## src/rtl/mod3_stream_ctrl_if.sv

```systemverilog
// Byte stream in, mod-3 packet result out, as seen by mod3_stream_ctrl.
// slave = the controller, master = the packet source / result consumer.
interface mod3_stream_ctrl_if #(
  parameter int LEN_W = 5
);
  logic             s_valid;
  logic             s_ready;
  logic [7:0]       s_data;
  logic             s_last;
  logic             m_valid;
  logic             m_ready;
  logic [1:0]       m_rem;
  logic             m_div3;
  logic [LEN_W-1:0] m_len;
  logic             m_ovf;

  modport slave (
    input  s_valid, s_data, s_last, m_ready,
    output s_ready, m_valid, m_rem, m_div3, m_len, m_ovf
  );

  modport master (
    output s_valid, s_data, s_last, m_ready,
    input  s_ready, m_valid, m_rem, m_div3, m_len, m_ovf
  );
endinterface

```

## src/rtl/mod3_stream_ctrl.sv

```systemverilog
// Folds one byte per cycle into a mod-3 accumulator and reports the packet remainder.
// Optional MOD3_STATS_EN adds saturating hand-off counters stat_pkts / stat_div.
module mod3_stream_ctrl #(
  parameter int MAX_BYTES = 16,
  parameter int LEN_W     = 5
) (
  input  logic                clk,
  input  logic                rst,
  mod3_stream_ctrl_if.slave   bus
`ifdef MOD3_STATS_EN
  ,
  output logic [15:0]         stat_pkts,
  output logic [15:0]         stat_div
`endif
);

  typedef enum logic [1:0] {IDLE, ACCUM, HOLD} state_e;

  state_e           state_q, state_d;
  logic [1:0]       acc_q, acc_d;
  logic [LEN_W-1:0] cnt_q, cnt_d;
  logic [1:0]       rem_q, rem_d;
  logic             div3_q, div3_d;
  logic [LEN_W-1:0] len_q, len_d;
  logic             ovf_q, ovf_d;

  logic             accept;
  logic [1:0]       byte_rem;
  logic [1:0]       sum_acc;
  logic [LEN_W-1:0] sum_cnt;
  logic             pkt_end;

  // 4 == 1 (mod 3), so the four 2-bit digits of a byte can simply be summed and refolded.
  function automatic logic [1:0] mod3_byte(input logic [7:0] b);
    logic [3:0] s;
    logic [2:0] f1;
    logic [1:0] f2;
    s  = 4'(b[7:6]) + 4'(b[5:4]) + 4'(b[3:2]) + 4'(b[1:0]);
    f1 = 3'(s[3:2]) + 3'(s[1:0]);
    f2 = 2'(f1[2]) + f1[1:0];
    return (f2 == 2'd3) ? 2'd0 : f2;
  endfunction

  function automatic logic [1:0] mod3_add(input logic [1:0] a, input logic [1:0] b);
    logic [2:0] s;
    s = {1'b0, a} + {1'b0, b};
    return (s >= 3'd3) ? 2'(s - 3'd3) : s[1:0];
  endfunction

  assign bus.s_ready = (state_q != HOLD) || bus.m_ready;
  assign bus.m_valid = (state_q == HOLD);
  assign bus.m_rem   = rem_q;
  assign bus.m_div3  = div3_q;
  assign bus.m_len   = len_q;
  assign bus.m_ovf   = ovf_q;

  always_comb begin
    state_d  = state_q;
    acc_d    = acc_q;
    cnt_d    = cnt_q;
    rem_d    = rem_q;
    div3_d   = div3_q;
    len_d    = len_q;
    ovf_d    = ovf_q;

    accept   = bus.s_valid && bus.s_ready;
    byte_rem = mod3_byte(bus.s_data);
    // Only an open packet contributes history; IDLE and HOLD start afresh.
    sum_acc  = mod3_add((state_q == ACCUM) ? acc_q : 2'd0, byte_rem);
    sum_cnt  = ((state_q == ACCUM) ? cnt_q : '0) + LEN_W'(1);
    pkt_end  = bus.s_last || (sum_cnt == LEN_W'(MAX_BYTES));

    if ((state_q == HOLD) && bus.m_ready) state_d = IDLE;

    if (accept) begin
      if (pkt_end) begin
        state_d = HOLD;
        rem_d   = sum_acc;
        div3_d  = (sum_acc == 2'd0);
        len_d   = sum_cnt;
        ovf_d   = !bus.s_last;
        acc_d   = 2'd0;
        cnt_d   = '0;
      end else begin
        state_d = ACCUM;
        acc_d   = sum_acc;
        cnt_d   = sum_cnt;
      end
    end
  end

  always_ff @(posedge clk) begin
    if (rst) begin
      state_q <= IDLE;
      acc_q   <= 2'd0;
      cnt_q   <= '0;
      rem_q   <= 2'd0;
      div3_q  <= 1'b0;
      len_q   <= '0;
      ovf_q   <= 1'b0;
    end else begin
      state_q <= state_d;
      acc_q   <= acc_d;
      cnt_q   <= cnt_d;
      rem_q   <= rem_d;
      div3_q  <= div3_d;
      len_q   <= len_d;
      ovf_q   <= ovf_d;
    end
  end

`ifdef MOD3_STATS_EN
  logic [15:0] stat_pkts_q;
  logic [15:0] stat_div_q;
  logic        handoff;

  assign handoff   = bus.m_valid && bus.m_ready;
  assign stat_pkts = stat_pkts_q;
  assign stat_div  = stat_div_q;

  always_ff @(posedge clk) begin
    if (rst) begin
      stat_pkts_q <= 16'd0;
      stat_div_q  <= 16'd0;
    end else begin
      if (handoff && (stat_pkts_q != 16'hFFFF)) stat_pkts_q <= stat_pkts_q + 16'd1;
      if (handoff && div3_q && (stat_div_q != 16'hFFFF)) stat_div_q <= stat_div_q + 16'd1;
    end
  end
`endif

endmodule
```

## src/flat_wrapper.sv

```systemverilog
// flat-port wrapper written by rule: the top's interface ports become plain ports
module mod3_stream_ctrl_flat 
#(
  parameter int MAX_BYTES = 16,
  parameter int LEN_W     = 5
)
  (clk, rst, bus_s_valid, bus_s_data, bus_s_last, bus_m_ready, bus_s_ready, bus_m_valid, bus_m_rem, bus_m_div3, bus_m_len, bus_m_ovf);
  mod3_stream_ctrl_if #(.LEN_W(LEN_W)) bus_i ();
  input  logic clk;
  input  logic rst;
  input wire logic [$bits(bus_i.s_valid)-1:0] bus_s_valid;
  input wire logic [$bits(bus_i.s_data)-1:0] bus_s_data;
  input wire logic [$bits(bus_i.s_last)-1:0] bus_s_last;
  input wire logic [$bits(bus_i.m_ready)-1:0] bus_m_ready;
  output wire logic [$bits(bus_i.s_ready)-1:0] bus_s_ready;
  output wire logic [$bits(bus_i.m_valid)-1:0] bus_m_valid;
  output wire logic [$bits(bus_i.m_rem)-1:0] bus_m_rem;
  output wire logic [$bits(bus_i.m_div3)-1:0] bus_m_div3;
  output wire logic [$bits(bus_i.m_len)-1:0] bus_m_len;
  output wire logic [$bits(bus_i.m_ovf)-1:0] bus_m_ovf;
  assign bus_i.s_valid = bus_s_valid;
  assign bus_i.s_data = bus_s_data;
  assign bus_i.s_last = bus_s_last;
  assign bus_i.m_ready = bus_m_ready;
  assign bus_s_ready = bus_i.s_ready;
  assign bus_m_valid = bus_i.m_valid;
  assign bus_m_rem = bus_i.m_rem;
  assign bus_m_div3 = bus_i.m_div3;
  assign bus_m_len = bus_i.m_len;
  assign bus_m_ovf = bus_i.m_ovf;
  mod3_stream_ctrl #(.MAX_BYTES(MAX_BYTES), .LEN_W(LEN_W)) u_core (.clk(clk), .rst(rst), .bus(bus_i));
endmodule
```

## config.mk

```make
export PLATFORM = sky130hd
export DESIGN_NAME = mod3_stream_ctrl_flat
export DESIGN_NICKNAME = d
export VERILOG_FILES = /design/src/rtl/mod3_stream_ctrl_if.sv /design/src/rtl/mod3_stream_ctrl.sv /design/src/flat_wrapper.sv
export SDC_FILE = /design/constraint.sdc
export NUM_CORES = 1
export LEC_CHECK = 0
export CAP_MARGIN = 20
export CORE_MARGIN = 4
export CORE_UTILIZATION = 50
export DETAILED_ROUTE_END_ITERATION = 8
export MAX_ROUTING_LAYER = met4
export PLACE_DENSITY = 0.78
export SYNTH_ARGS = -nofsm -noshare
export SYNTH_HDL_FRONTEND = slang
export SYNTH_SLANG_ARGS = --single-unit
```

## constraint.sdc

```tcl
create_clock -name clk -period 7.1 [get_ports clk]
set_clock_uncertainty 0.05 [all_clocks]
set_input_delay 1.065 -clock clk [delete_from_list [all_inputs] [get_ports clk]]
set_output_delay 1.065 -clock clk [all_outputs]
set_load 0.05 [all_outputs]
```

==> results of run 1 <==
==> state kept, by name, summed over array words and instances (netlist names) <==
| register | flops |
|---|---|
| u_core.bus.m_len | 5 |
| u_core.cnt_q | 5 |
| u_core.acc_q | 2 |
| u_core.bus.m_rem | 2 |
| u_core.state_q | 2 |
| u_core.bus.m_div3 | 1 |
| u_core.bus.m_ovf | 1 |
==> layer usage <==
metal | global-route usage, % | up-vias
met5 | - | -
met1 | 21.92 | 512
met3 | 3.218 | 4
met4 | 6.780 | 0
met2 | 27.39 | 35
li1 | - | 504
==> Yosys cell counts <==
| library cell | n |
|---|---|
| a211oi_1 | 2 |
| a311oi_1 | 1 |
| a21oi_1 | 14 |
| and2_1 | 4 |
| or4_1 | 1 |
| o21bai_1 | 1 |
| a22oi_1 | 5 |
| nand2b_1 | 1 |
| o221a_2 | 1 |
| dfxtp_1 | 18 |
| nor2b_1 | 2 |
| and3_1 | 1 |
| a31o_2 | 1 |
| nor3b_1 | 2 |
| nor3_1 | 5 |
| fa_1 | 6 |
| nand3b_1 | 1 |
| and3b_1 | 1 |
| or3b_2 | 1 |
| nand2_1 | 8 |
| ha_1 | 8 |
| xor2_1 | 2 |
| buf_1 | 1 |
| nand3_1 | 6 |
| a31oi_4 | 1 |
| mux2i_1 | 1 |
| xnor2_1 | 1 |
| o21ai_0 | 5 |
| or3b_1 | 1 |
| mux2i_4 | 2 |
| inv_1 | 16 |
| nor2_1 | 9 |
| clkbuf_1 | 4 |
| and2b_1 | 1 |
==> layout make-up <==
cell class / instances / area, um^2
Fill cell: 190 / 772.0
Multi-Input combinational cell: 95 / 739.5
Sequential cell: 18 / 360.3
Timing Repair Buffer: 23 / 230.2
Inverter: 16 / 60.06
Clock buffer: 4 / 36.28
Tap cell: 28 / 35.03
==> worst min-delay path, delay by kind of cell (launching register included) <==
| family | cells | cell delay [ns] |
|---|---|---|
| AOI/OAI and AO/OA | 2 | 0.13 |
| DFF | 1 | 0.32 |
==> through the flow <==
stage          worst slack (ns)  hold slack [ns]  util (%)  instance area [um^2]  instances
6_report                 0.9037           0.4410     65.43                  1461        184
3_3_place_gp             0.7538           0.4154     63.81                  1425        180
4_1_cts                  0.8839           0.4438     65.43                  1461        184
5_1_grt                  0.6329           0.4772     65.43                  1461        184
3_5_place_dp             0.5733           0.4289     63.81                  1425        180
2_1_floorplan             1.396           0.4206         -                  1179        134
==> worst max path at each step <==
stage,start,end,slack [ns],depth (start not counted)
2_1_floorplan,bus_s_data[4],u_core.bus.m_div3,1.40,21
3_3_place_gp,bus_s_data[4],u_core.bus.m_div3,0.75,22
3_5_place_dp,bus_s_data[4],u_core.bus.m_div3,0.57,22
4_1_cts,bus_s_data[4],u_core.bus.m_div3,0.88,22
5_1_grt,bus_s_data[6],u_core.bus.m_div3,0.63,22
6_report,bus_s_data[4],u_core.bus.m_div3,0.90,22
==> logic make-up after synthesis <==
group	synth area share, %
and+or+nand+nor	19.75
AOI/OAI and AO/OA	17.41
buffers and inverters	6.687
DFF	30.57
adders and majority gates	18.68
xor gates and xnor gates	2.230
muxes	4.671
==> power groups by stage <==
| stage | registers [uW] | logic, uW | clock network, uW |
|---|---|---|---|
| 2_1_floorplan | 144 | 120 | 0 |
| 5_1_grt | 120 | 214 | 70.0 |
| 6_report | 119 | 190 | 64.7 |
| 3_3_place_gp | 121 | 182 | 0 |
| 4_1_cts | 119 | 193 | 65.9 |
| 3_5_place_dp | 121 | 191 | 0 |
==> flow_summary.ini, run 1 <==
[outcome]
outcome = finished, final reports clean

[timing]
rsz0062_at_grt = false
period_needed_ns = 6.196
setup_viol = 0
fmax_ghz = 0.1614
maxSlewViolCount = 0
slew_headroom_pct = 46.06
tns_ns = 0
tightest_slew_ns = 0.8036
finalHoldViolCount = 0
period_share_pct = 87.27

[synthesis]
ys_ff_latch = 18
synth_cell_type_count = 34
syn_area_per_cell_um2 = 8.796
synth_fp_nets = 161
ys_seq_area_share_pct = 30.57
synth_top_area_share_pct = 30.57
synth_top_area_cell = dfxtp_1
synth.area.top_cells = dfxtp_1, fa_1, ha_1
synthCells = 134
syn_area_mm2 = 0.001179
yosysWarnings = 0

[routing]
drtIter0Drc = 19
wl_met2_um = 1239
viasPerCell = 5.734
final_antenna_net_count = 0
top_layer_used = met4
dr.pass1.iters = 5
met3_length_um = 148
finalWirelength_um = 2498
drt-met1-wl_um = 1092
drc = 0
routed-via-count = 1055
wl_per_cell_um = 13.58

[placed_design]
place_congestion = 0.8099
post-dp-hpwl_um = 1923
port_buffers = 23

[pwr]
p_clk_share_pct = 17.3
max-vdd-ir-drop_uv = 221.1
switching_power_uw = 153.1
p_leak_uw = 0.0006157
power_frac_seq_pct = 31.7
share_comb_of_total_power_pct = 51.0
power_density_mw_per_mm2 = 255.6
sw_frac_of_total_pct = 40.97
p_total_uw = 373.6
p_int_uw = 220.5

[worst_hold_path]
worstHoldPathCells = 2
hp-start = u_core.bus.m_div3
whs_endpoint = u_core.bus.m_div3
min_path_type = register to register

[cts]
cts_setup_buffers = 0
cts_buffer_depth = 2
clk_latency_ns = 0.29
holdBufCountCts = 0
cts-resized-gates = 0
cts.sinks = 18
cts_buffers = 3
cts_tree = yes
cts.clk_slew.worst_paths_ns = 0.11
htreeDepth = 1
cts-root-buf = clkbuf_4

[global_routing]
antenna_found_initial = 0
grt_usage_pct = 17.38
grt_max_degree = 19
gr-total-overflow = 0
grt_pass1_vias = 995
grt_pass1_wl_um = 4381

[critical_path]
cp_max_fo = 3
max_stage_delay_ns = 0.52
crit_top_cell = ha_1
worstRegToRegCells = 11
timing.rr.end = u_core.bus.m_div3
crit_buf_inv = 5
cp.required_ns = 7.27
reg2reg_slack_ns = 4.02
end_kind = register
crit_slowest_cell = fa_1
path_delay_family = adder cells
crit_chain = clkdlybuf4s50_1 > ha_1 > inv_1 > fa_1 > inv_1 > fa_1 > ha_1 > fa_1 > ha_1 > fa_1 > ha_1 > xor2_1 > nor2_1 > ha_1 > inv_1 > fa_1 > inv_1 > ha_1 > nor2b_1 > mux2i_1 > or4_1 > a21oi_1
critPathKind = primary input to register
critPathArrivalTime_ns = 6.37
startpoint_type = primary input
r2r-start = u_core.state_q[0]

[die]
fp.coreArea_mm2 = 0.002233
io_pins = 24
rows = 17
die_x_um = 56.55
initial_utilization_pct = 52.77
dieArea_mm2 = 0.003198
die_h_um = 56.55

[final_layout]
layout.nets = 184
areaGrowthSynthToFinish_pct = 23.99
antenna_cells = 0
final_common_cell = clkdlybuf4s50_1
drive_gt1_share_pct = 6.410
final_cell_mix = clkdlybuf4s50_1, dfxtp_1, inv_1, a21oi_1, nor2_1

[run]
maxCapViolCount = 0
(Power assumes the default switching activity.)
==> run 2, diff against run 1 <==
==> constraint.sdc (replaced) <==
create_clock -name clk -period 6.8 [get_ports clk]
set_clock_uncertainty 0.05 [all_clocks]
set_input_delay 1.02 -clock clk [delete_from_list [all_inputs] [get_ports clk]]
set_output_delay 1.02 -clock clk [all_outputs]
set_load 0.05 [all_outputs]
==> results of run 2 <==
Same layout as run 1 (identical final DEF). Status: finished, final reports clean.
Main changes from that run: setup slack after placement 0.5733 ns -> 0.3183 ns; setup slack after layout 0.9037 ns -> 0.6487 ns; register-to-register setup slack 4.02 ns -> 3.72 ns; total power 373.6 uW -> 390.1 uW; worst IR drop on VDD 221.1 uV -> 230.8 uV
